**config.mk**
```make
export PLATFORM = sky130hd
export DESIGN_NAME = sc_dot_engine
export DESIGN_NICKNAME = d
export VERILOG_FILES = /design/src/rtl/sc_dot_engine.sv
export SDC_FILE = /design/constraint.sdc
export NUM_CORES = 1
export LEC_CHECK = 0
export BUFFER_PORTS_ARGS = -buffer_cell sky130_fd_sc_hd__buf_2
export CORE_MARGIN = 5
export CORE_UTILIZATION = 55
export CTS_CLUSTER_SIZE = 20
export DETAILED_ROUTE_END_ITERATION = 10
export HOLD_SLACK_MARGIN = 0.08
export PLACE_DENSITY = 0.89
export SLEW_MARGIN = 0
export SYNTH_ARGS = -nofsm -noshare
export SYNTH_HDL_FRONTEND = slang
export SYNTH_SLANG_ARGS = --single-unit
```
**constraint.sdc**
```tcl
create_clock -name clk -period 4.99 [get_ports clk]
set_input_delay 0.998 -clock clk [delete_from_list [all_inputs] [get_ports clk]]
set_output_delay 0.998 -clock clk [all_outputs]
set_load 0.02 [all_outputs]
```
**src/rtl/sc_dot_engine.sv**
```systemverilog
// Stochastic-computing dot product: sum over pairs of (a_i*b_i)/2^W, estimated
// by counting AND-ed unary comparator streams over 2^(W-k) cycles.
// Latency: 2^(W-k)+1 edges from start to result-valid. No backpressure: while
// busy, all inputs are ignored; en_in in IDLE (including the en_out cycle) starts.
module sc_dot_engine #(
    parameter  int N_PAIRS   = 4,
    parameter  int W         = 6,
    parameter  int MAX_TRUNC = 3,
    localparam int TW        = (MAX_TRUNC > 0) ? $clog2(MAX_TRUNC + 1) : 1,
    localparam int RW        = W + $clog2(N_PAIRS)
) (
    input  logic                   clk,
    input  logic                   rst,
    input  logic                   en_in,
    input  logic [TW-1:0]          trunc,
    input  logic [N_PAIRS*W-1:0]   a_vec,
    input  logic [N_PAIRS*W-1:0]   b_vec,
    output logic                   busy,
    output logic                   en_out,
    output logic [RW-1:0]          result
);

    // Width of the per-cycle count of set stream bits (0..N_PAIRS).
    localparam int CW = $clog2(N_PAIRS) + 1;

    localparam logic [1:0] S_IDLE = 2'd0;
    localparam logic [1:0] S_RUN  = 2'd1;
    localparam logic [1:0] S_DONE = 2'd2;

    localparam logic [TW-1:0] K_MAX = TW'(MAX_TRUNC);

    logic [1:0]           r_state;
    logic [N_PAIRS*W-1:0] r_a;
    logic [N_PAIRS*W-1:0] r_b;
    logic [TW-1:0]        r_k;
    logic [W-1:0]         r_c;
    logic [RW-1:0]        r_acc;
    logic [RW-1:0]        r_result;
    logic                 r_en_out;

    logic [TW-1:0]        w_k_sel;
    logic [W-1:0]         w_ra;
    logic [W-1:0]         w_rb;
    logic [W-1:0]         w_last_c;
    logic [N_PAIRS-1:0]   w_s;
    logic [CW-1:0]        w_cnt;
    logic                 w_start;

    // Requested truncation, saturated at the largest supported reduction.
    assign w_k_sel  = (trunc > K_MAX) ? K_MAX : trunc;
    assign w_start  = (r_state == S_IDLE) && en_in;

    // Sequence ends at c = 2^L - 1, i.e. all-ones shifted down by k.
    assign w_last_c = {W{1'b1}} >> r_k;

    // First threshold: c scaled up to the full operand range.
    assign w_ra     = r_c << r_k;

    // Second threshold: bitrev_L(c) << k equals a full W-bit reversal of c,
    // because c < 2^L keeps the reversed bits out of the low k positions.
    always_comb begin
        w_rb = '0;
        for (int j = 0; j < W; j++) begin
            w_rb[j] = r_c[W-1-j];
        end
    end

    // Per-pair stream bit: both operands exceed their respective thresholds.
    always_comb begin
        w_s = '0;
        for (int i = 0; i < N_PAIRS; i++) begin
            w_s[i] = (r_a[i*W +: W] > w_ra) && (r_b[i*W +: W] > w_rb);
        end
    end

    // Count how many pairs contribute a one this cycle.
    always_comb begin
        w_cnt = '0;
        for (int i = 0; i < N_PAIRS; i++) begin
            w_cnt = w_cnt + CW'(w_s[i]);
        end
    end

    // Control FSM: capture on start, sweep the sequence, publish, return.
    always_ff @(posedge clk or negedge rst) begin
        if (!rst) begin
            r_state <= S_IDLE;
            r_a     <= '0;
            r_b     <= '0;
            r_k     <= '0;
            r_c     <= '0;
            r_acc   <= '0;
        end else begin
            case (r_state)
                S_IDLE: begin
                    if (w_start) begin
                        r_a     <= a_vec;
                        r_b     <= b_vec;
                        r_k     <= w_k_sel;
                        r_c     <= '0;
                        r_acc   <= '0;
                        r_state <= S_RUN;
                    end
                end
                S_RUN: begin
                    // Cannot overflow: each pair contributes at most 2^L-1.
                    r_acc <= r_acc + RW'(w_cnt);
                    if (r_c == w_last_c) begin
                        r_c     <= '0;
                        r_state <= S_DONE;
                    end else begin
                        r_c <= r_c + 1'b1;
                    end
                end
                S_DONE: begin
                    r_state <= S_IDLE;
                end
                default: begin
                    r_state <= S_IDLE;
                end
            endcase
        end
    end

    // Result register and one-cycle valid pulse, issued from DONE.
    always_ff @(posedge clk or negedge rst) begin
        if (!rst) begin
            r_result <= '0;
            r_en_out <= 1'b0;
        end else begin
            r_en_out <= 1'b0;
            if (r_state == S_DONE) begin
                // Rescale the shortened stream count back to full 2^W units.
                r_result <= r_acc << r_k;
                r_en_out <= 1'b1;
            end
        end
    end

    assign busy   = (r_state != S_IDLE);
    assign en_out = r_en_out;
    assign result = r_result;

endmodule

```
==> results of run 1 <==
-- metal layers --
layer | vias up | GRT usage | routed length, um
met5 | - | 0 | 0
met4 | 0 | 0.0840 | 288
met3 | 25 | 0.0491 | 559
met2 | 128 | 0.369 | 4970
met1 | 1748 | 0.284 | 4350
li1 | 1772 | - | -
-- path summary, 6_finish.rpt --
path / startpoint / endpoint / slack [ns] / cells after the start
min: r_b[23] / r_b[23] / 0.48 / 2
max reg2reg: r_k[0] / r_acc[6] / 0.72 / 15
max: r_k[0] / r_acc[6] / 0.72 / 15
min in group asynchronous: rst / result[4] / 0.70 / 1
max in group asynchronous: rst / r_a[1] / 3.30 / 2
min reg2reg: r_b[23] / r_b[23] / 0.48 / 2
-- power groups by stage --
| stage | clock network, mW | registers (mW) | logic [mW] |
|---|---|---|---|
| after global placement | 0 | 1.13 | 1.60 |
| after detailed placement | 0 | 1.14 | 1.73 |
| final | 0.530 | 1.14 | 1.76 |
| after floorplan | 0 | 1.02 | 1.36 |
| after global routing | 0.566 | 1.18 | 2.04 |
| after CTS | 0.534 | 1.13 | 1.76 |
-- worst register-to-register path, stage by stage, from the launching register on --
cell	delay, ns
sky130_fd_sc_hd__dfrtp_1	0.85
sky130_fd_sc_hd__o21ai_0	0.22
sky130_fd_sc_hd__o21ai_0	0.49
sky130_fd_sc_hd__ha_1	0.34
sky130_fd_sc_hd__and3_1	0.19
sky130_fd_sc_hd__nand4_1	0.09
sky130_fd_sc_hd__o21ai_0	0.07
sky130_fd_sc_hd__a21oi_1	0.11
sky130_fd_sc_hd__o21ai_0	0.13
sky130_fd_sc_hd__fa_1	0.51
sky130_fd_sc_hd__fa_1	0.43
sky130_fd_sc_hd__inv_1	0.10
sky130_fd_sc_hd__fa_1	0.27
sky130_fd_sc_hd__nand3_1	0.11
sky130_fd_sc_hd__xor2_1	0.15
sky130_fd_sc_hd__o21ai_0	0.14
-- cells by family (layout without fill, tap and decap cells) --
kind of cell	count (synthesis)	count (layout)
AO/OA/AOI/OAI	80	80
XOR/XNOR	4	4
adder cells (fa/ha/maj)	53	53
buffers and inverters	43	104
flip-flops	75	75
multiplexers	15	15
AND/OR/NAND/NOR	222	222
-- cells in the mapped netlist, types with 3 or more instances --
cell	number	area [um2]
sky130_fd_sc_hd__and3_1	4	25.0
sky130_fd_sc_hd__a21oi_1	19	95.1
sky130_fd_sc_hd__o21ai_0	35	175
sky130_fd_sc_hd__ha_1	50	626
sky130_fd_sc_hd__clkbuf_1	14	52.6
sky130_fd_sc_hd__a21o_1	6	45.0
sky130_fd_sc_hd__nand3_1	7	35.0
sky130_fd_sc_hd__xnor2_1	3	26.3
sky130_fd_sc_hd__inv_1	23	86.3
sky130_fd_sc_hd__nor2b_1	9	56.3
sky130_fd_sc_hd__o31ai_1	3	22.5
sky130_fd_sc_hd__dfrtp_1	75	1880
sky130_fd_sc_hd__fa_1	3	60.1
sky130_fd_sc_hd__nor3_1	3	15.0
sky130_fd_sc_hd__mux2i_1	9	90.1
sky130_fd_sc_hd__buf_2	5	25.0
sky130_fd_sc_hd__nor2_1	20	75.1
sky130_fd_sc_hd__nand4_1	10	62.6
sky130_fd_sc_hd__a211oi_1	6	45.0
sky130_fd_sc_hd__nand2_1	163	612
sky130_fd_sc_hd__mux2_2	4	45.0
-- cell type report --
| class | instances | area [um2] |
|---|---|---|
| fill | 630 | 2760 |
| multi-input combinational | 374 | 2320 |
| sequential | 75 | 1880 |
| timing repair buffer | 65 | 333 |
| tap | 102 | 128 |
| clock buffer | 9 | 124 |
| clock inverter | 7 | 98.8 |
| inverter | 23 | 86.3 |
-- layout by cell type (no fill, tap or decap), drive strengths merged, types with 6 or more instances in the layout --
cell,synthesis,final
buf,6,65
inv,23,25
nand4,10,10
a211oi,6,6
nor2b,9,9
nand2,163,163
dfrtp,75,75
ha,50,50
mux2i,9,9
a21oi,19,19
o21ai,35,35
clkbuf,14,9
nor2,20,20
a21o,6,6
nand3,7,7
-- stage by stage --
step | utilization | worst slack (ns) | hold WS (ns) | cell area [um2]
finish | 0.642 | 0.721 | 0.485 | 4960
global route | 0.642 | 0.284 | 0.496 | 4960
CTS | 0.642 | 0.710 | 0.489 | 4960
detailed placement | 0.614 | 0.740 | 0.469 | 4740
global placement | 0.614 | 0.944 | 0.457 | 4740
floorplan | - | 1.25 | 0.440 | 4370
-- registers in the layout, indices dropped and copies added, names as in the netlist --
| register | cells |
|---|---|
| r_k | 2 |
| r_acc | 8 |
| r_a | 24 |
| r_c | 6 |
| result | 8 |
| r_b | 24 |
| r_state | 2 |
| en_out | 1 |
==> key figures, run 1 <==
Outcome
  – Status: finished clean

Power and ir drop
  – Worst VDD drop: 367 uV
  – P_sw: between 1.5 and 2 mW
  – Pwr dens: a little under 700 mW/mm2
  – Fraction of power spent switching nets: 0.446
  – Combinational Power Share: 0.514
  – Reg power frac: 0.332
  – PnR Total Power: roughly 3.4 mW
  – Relative contribution of the clock network to total power: 0.155
  – Total internal power: between 1.5 and 2 mW
  – Static leakage: 2.62 nW

Logic synthesis
  – Number of warnings reported in the yosys synthesis log: 0
  – Primary FF master, synth: sky130_fd_sc_hd__dfrtp_1
  – Synthesized cell area: 0.00437 mm2
  – Synth async-reset ratio: 1.00
  – Xor/xnor cell area share of the yosys netlist: 0.00803
  – Number of instances in the synthesized netlist: 492
  – Multiplexer share of the synthesized area: 0.0413
  – Number of nets in the synthesized netlist: ~600
  – Sequential cell area fraction in the yosys report: 0.430
  – Largest family of logic cells by synthesized area: simple AND/OR/NAND/NOR gates
  – Adder and majority gate portion of the synthesized area: 0.157
  – Number of storage elements in the synthesis netlist: 75
  – Synthesized-area fraction occupied by ao, oa, aoi and oai cells: 0.110
  – Post-Synth Simple-Gate Area: 0.214
  – Count of flip-flops with a built-in enable after synthesis: 0
  – Average cell area after synthesis: between 8 and 9 um2
  – Post-synth cell types: 36

Clock network
  – Clock Tree Buf Depth: 2
  – Maximum level of the CTS H-tree: 3
  – TritonCTS clock tree: yes
  – Number of buffers created by CTS: 9
  – Clock-pin slew on the worst setup and hold paths: 0.09 ns
  – Clock root cell: sky130_fd_sc_hd__clkbuf_8
  – Clk_lat worst skew: 0.37 ns
  – Hold Buf Count CTS: 0
  – Count of buffers added by post-CTS timing repair for setup: 0
  – Total of cells resized after clock tree synthesis: 0
  – Count of clock tree sinks: 75

Worst setup path
  – Type of the worst setup path: register to register
  – Most frequent cell on the critical path: sky130_fd_sc_hd__o21ai_0
  – Ordered list of cells on the worst path: o21ai_0 -> o21ai_0 -> ha_1 -> and3_1 -> nand4_1 -> o21ai_0 -> a21oi_1 -> o21ai_0 -> fa_1 -> fa_1 -> inv_1 -> fa_1 -> nand3_1 -> xor2_1 -> o21ai_0
  – Combined buffer and inverter count along the critical path: 1
  – Kind of cell adding the most delay to the critical path: adder cells
  – Maximum single-stage delay on the critical path: approximately 0.85 ns
  – WP data arrival: 4.56 ns
  – Crit start category: register
  – Required time of the critical path: 5.28 ns
  – Type of element capturing the critical path: register
  – Critical path's slowest cell: sky130_fd_sc_hd__dfrtp_1
  – Worst Path Max Fanout: 20

Die
  – Total number of placement rows: 32
  – Io pins: 63
  – DIE WIDTH: 99.1 um
  – Overall die area: 0.00982 mm2
  – Overall die height: 99.1 um
  – Area of the placeable core: approximately 0.0077 mm2
  – Effective utilization at floorplan: 0.565

Route
  – Average wire per standard cell: 15.5 um
  – Remaining design rule violation count: 0
  – Via total after detailed routing: roughly 3700
  – Routed vias/inst: 5.61
  – ANT nets after route: 0
  – First DRT Iteration DRCs: ~280
  – Initial DRT Pass Iterations: 5
  – Routed Wire Length: between 10000 and 15000 um

Finish
  – Layout Cells excl Fill: 655
  – Share of cells above drive strength 1: 0.165
  – Total Nets Final: 654
  – Area added between synthesis and finish: 13.7%
  – Diode insertion count for antenna repair: 0

STA
  – Setup TNS: 0 ns
  – Worst-case clock skew: 0.0133 ns
  – Final number of setup-violating endpoints: 0
  – Normalized max-slew margin: 0.485
  – Crit share post-route: 0.855
  – Actual transition at the worst max-transition pin: ~0.77 ns
  – Setup repair after global routing missed its margin: false
  – Max Slew Vio Count: 0
  – Achievable frequency: 234 MHz
  – Final critical-path required period: 4.27 ns
  – Final Hold Viols: 0

Place
  – HPWL after DPL: roughly 7500 um
  – Global placer's final weighted congestion: just over 0.9
  – Dpl cells: ~640
  – Count of buffers inserted at the top-level ports: between 60 and 70

Worst hold path
  – Worst hold path type: register to register

Run
  – # Max-Cap Violations: 0

Global route
  – Largest net degree at the start of global routing: 64
  – GR Util All Layers: 0.222
  – Antenna violations before repair: 0
  – First-pass GRT wire length: 17600 um
  – Via count of the first global-routing pass: 3681
  – Global route total overflow: 0
Note: power is estimated with default switching activity, not from simulation.
==> run 2, diff against run 1 <==
--- a/config.mk
+++ b/config.mk
@@ -5,6 +5,7 @@
 export SDC_FILE = /design/constraint.sdc
 export NUM_CORES = 1
 export LEC_CHECK = 0
+export ABC_AREA = 1
 export BUFFER_PORTS_ARGS = -buffer_cell sky130_fd_sc_hd__buf_2
 export CORE_MARGIN = 5
 export CORE_UTILIZATION = 55
@@ -12,6 +13,7 @@
 export DETAILED_ROUTE_END_ITERATION = 10
 export HOLD_SLACK_MARGIN = 0.08
 export PLACE_DENSITY = 0.89
+export SKIP_LAST_GASP = 1
 export SLEW_MARGIN = 0
 export SYNTH_ARGS = -nofsm -noshare
 export SYNTH_HDL_FRONTEND = slang
==> run 2 against run 1 <==
Effect of this change:
- area after synthesis is 2.1% higher
- global-route usage down 0.21 points
- core utilization is 0.26 points lower
- clock skew is 0.0057 ns lower
- largest power group unchanged
==> key figures, run 2 <==
Logic synthesis
  – Count of flip-flops with a built-in enable after synthesis: 0 (unchanged)
  – Post-synth cell types: 26 (-28%)
  – Number of nets in the synthesized netlist: 659 (+10%)
  – Number of storage elements in the synthesis netlist: 75 (unchanged)
  – Synthesized cell area: 0.00446 mm2 (+2.1%)
  – Number of warnings reported in the yosys synthesis log: 0 (unchanged)
  – Most area-consuming cells after synthesis: sky130_fd_sc_hd__dfrtp_1 (42%), sky130_fd_sc_hd__nand2_1 (18%), sky130_fd_sc_hd__ha_1 (14%)
  – Number of instances in the synthesized netlist: 553 (+12%)
  – Primary FF master, synth: sky130_fd_sc_hd__dfrtp_1
  – Sequential cell area fraction in the yosys report: 0.421 (-0.00893)
  – Average cell area after synthesis: 8.06 um2 (-9.1%)
  – Area share of the largest cell type after synthesis: 0.421 (-0.00893)
  – Synth async-reset ratio: 1.00 (unchanged)
  – Top-count cell post-synth: sky130_fd_sc_hd__nand2_1
  – Leading cell types by count after synthesis: sky130_fd_sc_hd__nand2_1 (209), sky130_fd_sc_hd__dfrtp_1 (75), sky130_fd_sc_hd__inv_1 (52)
  – Synth area leader: sky130_fd_sc_hd__dfrtp_1

Worst hold path
  – Worst hold path type: register to register
  – Hold path startpoint: result[1]
  – Hold Path End: result[1]
  – Number of cells traversed by the worst hold path: 2 (unchanged)

Global route
  – GR Util All Layers: 0.220 (-0.00207)
  – First-pass GRT wire length: 17700 um (+0.35%)
  – Via count of the first global-routing pass: 3974 (+8.0%)
  – Antenna violations before repair: 0 (unchanged)
  – Largest net degree at the start of global routing: 63 (-1.6%)
  – Global route total overflow: 0 (unchanged)

Route
  – Via total after detailed routing: 3861 (+5.1%)
  – Initial DRT Pass Iterations: 5 (unchanged)
  – ANT nets after route: 0 (unchanged)
  – First DRT Iteration DRCs: 280 (-0.36%)
  – Average wire per standard cell: 14.5 um (-6.6%)
  – Remaining design rule violation count: 0 (unchanged)
  – Routed vias/inst: 5.38 (-4.1%)
  – Routed Wire Length: 10400 um (+2.3%)

Clock network
  – Total of cells resized after clock tree synthesis: 0 (unchanged)
  – Clock root cell: sky130_fd_sc_hd__clkbuf_8
  – Maximum level of the CTS H-tree: 3 (unchanged)
  – Hold Buf Count CTS: 0 (unchanged)
  – Clk_lat worst skew: 0.36 ns (about the same)
  – Clock Tree Buf Depth: 2 (unchanged)
  – TritonCTS clock tree: yes
  – Count of buffers added by post-CTS timing repair for setup: 0 (unchanged)
  – Count of clock tree sinks: 75 (unchanged)
  – Number of buffers created by CTS: 9 (unchanged)
  – Clock-pin slew on the worst setup and hold paths: 0.07 ns (-0.02 ns)

Worst setup path
  – Type of element capturing the critical path: register
  – Ordered list of cells on the worst path: inv_1 -> a21oi_1 -> o21ai_0 -> o21ai_0 -> inv_1 -> ha_1 -> nand2_1 -> nor2_1 -> o21ai_0 -> o211ai_1 -> nand3_1 -> fa_1 -> fa_1 -> inv_1 -> fa_1 -> nand2_1 -> nor2_1 -> nand2_1 -> nor2_1 -> o22ai_2
  – WP data arrival: 4.47 ns (-0.09 ns)
  – Critical path's slowest cell: sky130_fd_sc_hd__dfrtp_1
  – Maximum single-stage delay on the critical path: 0.79 ns (-0.06 ns)
  – Worst reg2reg path endpoint: r_acc[6]
  – Required time of the critical path: 5.23 ns (-0.05 ns)
  – Worst Reg2Reg Path Length in Cells: 20 (+5)
  – Combined buffer and inverter count along the critical path: 3 (+2)
  – Kind of cell adding the most delay to the critical path: adder cells
  – Crit start category: register
  – Crit Reg-Reg Startpoint: r_k[0]
  – R2R Setup Slk: 0.75 ns (+0.03 ns)
  – Worst Path Max Fanout: 26 (+30%)
  – Type of the worst setup path: register to register

STA
  – Worst-case clock skew: 0.00758 ns (-0.00574 ns)
  – Final critical-path required period: 4.24 ns (-0.0321 ns)
  – Normalized max-slew margin: 0.364 (-0.121)
  – Final number of setup-violating endpoints: 0 (unchanged)
  – Actual transition at the worst max-transition pin: 0.953 ns (+0.179 ns)
  – Achievable frequency: 236 MHz (+0.76%)
  – Setup TNS: 0 ns (unchanged)
  – Max Slew Vio Count: 0 (unchanged)
  – Setup repair after global routing missed its margin: false
  – Final Hold Viols: 0 (unchanged)
  – Crit share post-route: 0.849 (-0.00643)

Power and ir drop
  – Combinational Power Share: 0.552 (+0.038)
  – Pwr dens: 698 mW/mm2 (+1.1%)
  – PnR Total Power: 3.48 mW (+1.7%)
  – Worst VDD drop: 382 uV (+4.0%)
  – Reg power frac: 0.325 (-0.007)
  – Fraction of power spent switching nets: 0.469 (+0.0228)
  – Relative contribution of the clock network to total power: 0.123 (-0.032)
  – Static leakage: 2.71 nW (+3.6%)
  – P_sw: 1.63 mW (+6.9%)
  – Total internal power: 1.85 mW (-2.5%)

Finish
  – Registers with the most flip-flops: r_a (24), r_b (24)
  – Diode insertion count for antenna repair: 0 (unchanged)
  – Leading cell type in the layout, fill and taps excluded: sky130_fd_sc_hd__nand2_1
  – Share of cells above drive strength 1: 0.148 (-0.0168)
  – Total Nets Final: 718 (+9.8%)
  – Most used cells in the layout excluding fill and tap cells: sky130_fd_sc_hd__nand2_1 (209), sky130_fd_sc_hd__dfrtp_1 (75), sky130_fd_sc_hd__buf_2 (62), sky130_fd_sc_hd__inv_1 (52), sky130_fd_sc_hd__ha_1 (50)
  – Area added between synthesis and finish: 12.0%

Die
  – Total number of placement rows: 32 (unchanged)
  – DIE WIDTH: 100 um (+0.95%)
  – Effective utilization at floorplan: 0.571 (+0.00606)
  – Overall die height: 100 um (+0.95%)
  – Io pins: 63 (unchanged)
  – Overall die area: 0.0100 mm2 (+1.9%)
  – Area of the placeable core: 0.00781 mm2 (+1.0%)

Outcome
  – Status: finished clean

Place
  – Global placer's final weighted congestion: 0.844 (-9.8%)
  – HPWL after DPL: 7720 um (+3.3%)
  – Count of buffers inserted at the top-level ports: 62 (unchanged)

Run
  – # Max-Cap Violations: 0 (unchanged)
==> run 2: cell types whose count changed in the layout (fill, tap and decap cells not counted), moves of 8 or more <==
cell / delta
sky130_fd_sc_hd__inv_1: +29
sky130_fd_sc_hd__nand2_1: +46
sky130_fd_sc_hd__o211ai_1: +10
sky130_fd_sc_hd__nor2b_1: -9
sky130_fd_sc_hd__mux2i_1: -8
sky130_fd_sc_hd__nand3_1: +19
==> run 2: kinds of logic (layout without fill, tap and decap cells) <==
| family | after synthesis | count (layout) | share of synthesized area |
|---|---|---|---|
| muxes | 1 | 1 | 0.00225 |
| DFF | 75 | 75 | 0.421 |
| xor gates and xnor gates | 1 | 1 | 0.00196 |
| buffers and inverters | 72 | 135 | 0.0676 |
| adders and majority gates | 53 | 53 | 0.154 |
| AOI/OAI and AO/OA | 78 | 78 | 0.102 |
| and+or+nand+nor | 273 | 273 | 0.251 |
==> run 2: final cells by class <==
type | instances | area (um2)
clock buffers | 13 | 169
clock inverters | 2 | 10.0
fillers | 659 | 2810
inverters | 57 | 214
multi-input cells | 406 | 2280
flip-flops and latches | 75 | 1880
well taps | 102 | 128
repair buffers | 63 | 318
==> run 2: worst max path at each step <==
stage                     cells after the start  startpoint       end
after global routing                         19      r_k[0]  r_acc[4]
final                                        20      r_k[0]  r_acc[6]
after detailed placement                     20      r_k[0]  r_acc[6]
after global placement                       20      r_k[0]  r_acc[6]
after floorplan                              21      r_k[0]  r_acc[6]
after CTS                                    20      r_k[0]  r_acc[6]
==> run 2: stage by stage <==
| step | cells | utilization | worst slack, ns | hold slack (ns) | instance area [um2] |
|---|---|---|---|---|---|
| 2_1_floorplan | 553 | - | 1.50 | 0.455 | 4460 |
| 3_3_place_gp | 703 | 0.617 | 1.12 | 0.470 | 4820 |
| 5_1_grt | 718 | 0.640 | 0.352 | 0.511 | 4990 |
| 3_5_place_dp | 703 | 0.617 | 0.912 | 0.472 | 4820 |
| 4_1_cts | 718 | 0.640 | 0.805 | 0.494 | 4990 |
| 6_report | 718 | 0.640 | 0.754 | 0.492 | 4990 |
==> run 2: layer usage <==
metal  part of all wire  up-vias  track usage
met4              0.021        0       0.0808
li1                   -     1908            -
met3              0.060       21       0.0431
met5                  0        -            0
met2               0.50      128        0.385
met1               0.42     1804        0.269
==> run 2: power by group through the flow <==
stage	clock, mW	sequential [mW]	combinational, mW
3_5_place_dp	0	1.13	1.91
6_report	0.430	1.13	1.92
5_1_grt	0.460	1.16	2.25
2_1_floorplan	0	1.05	1.48
4_1_cts	0.438	1.12	1.93
3_3_place_gp	0	1.12	1.75
==> run 2: worst reg2reg max path, delay by kind of cell, from the launching register on <==
kind                     cells  cell delay, ns
adder cells (fa/ha/maj)      4            1.37
flip-flops                   1            0.79
AND/OR/NAND/NOR              7            0.78
AO/OA/AOI/OAI                6            0.70
buffers and inverters        3            0.45
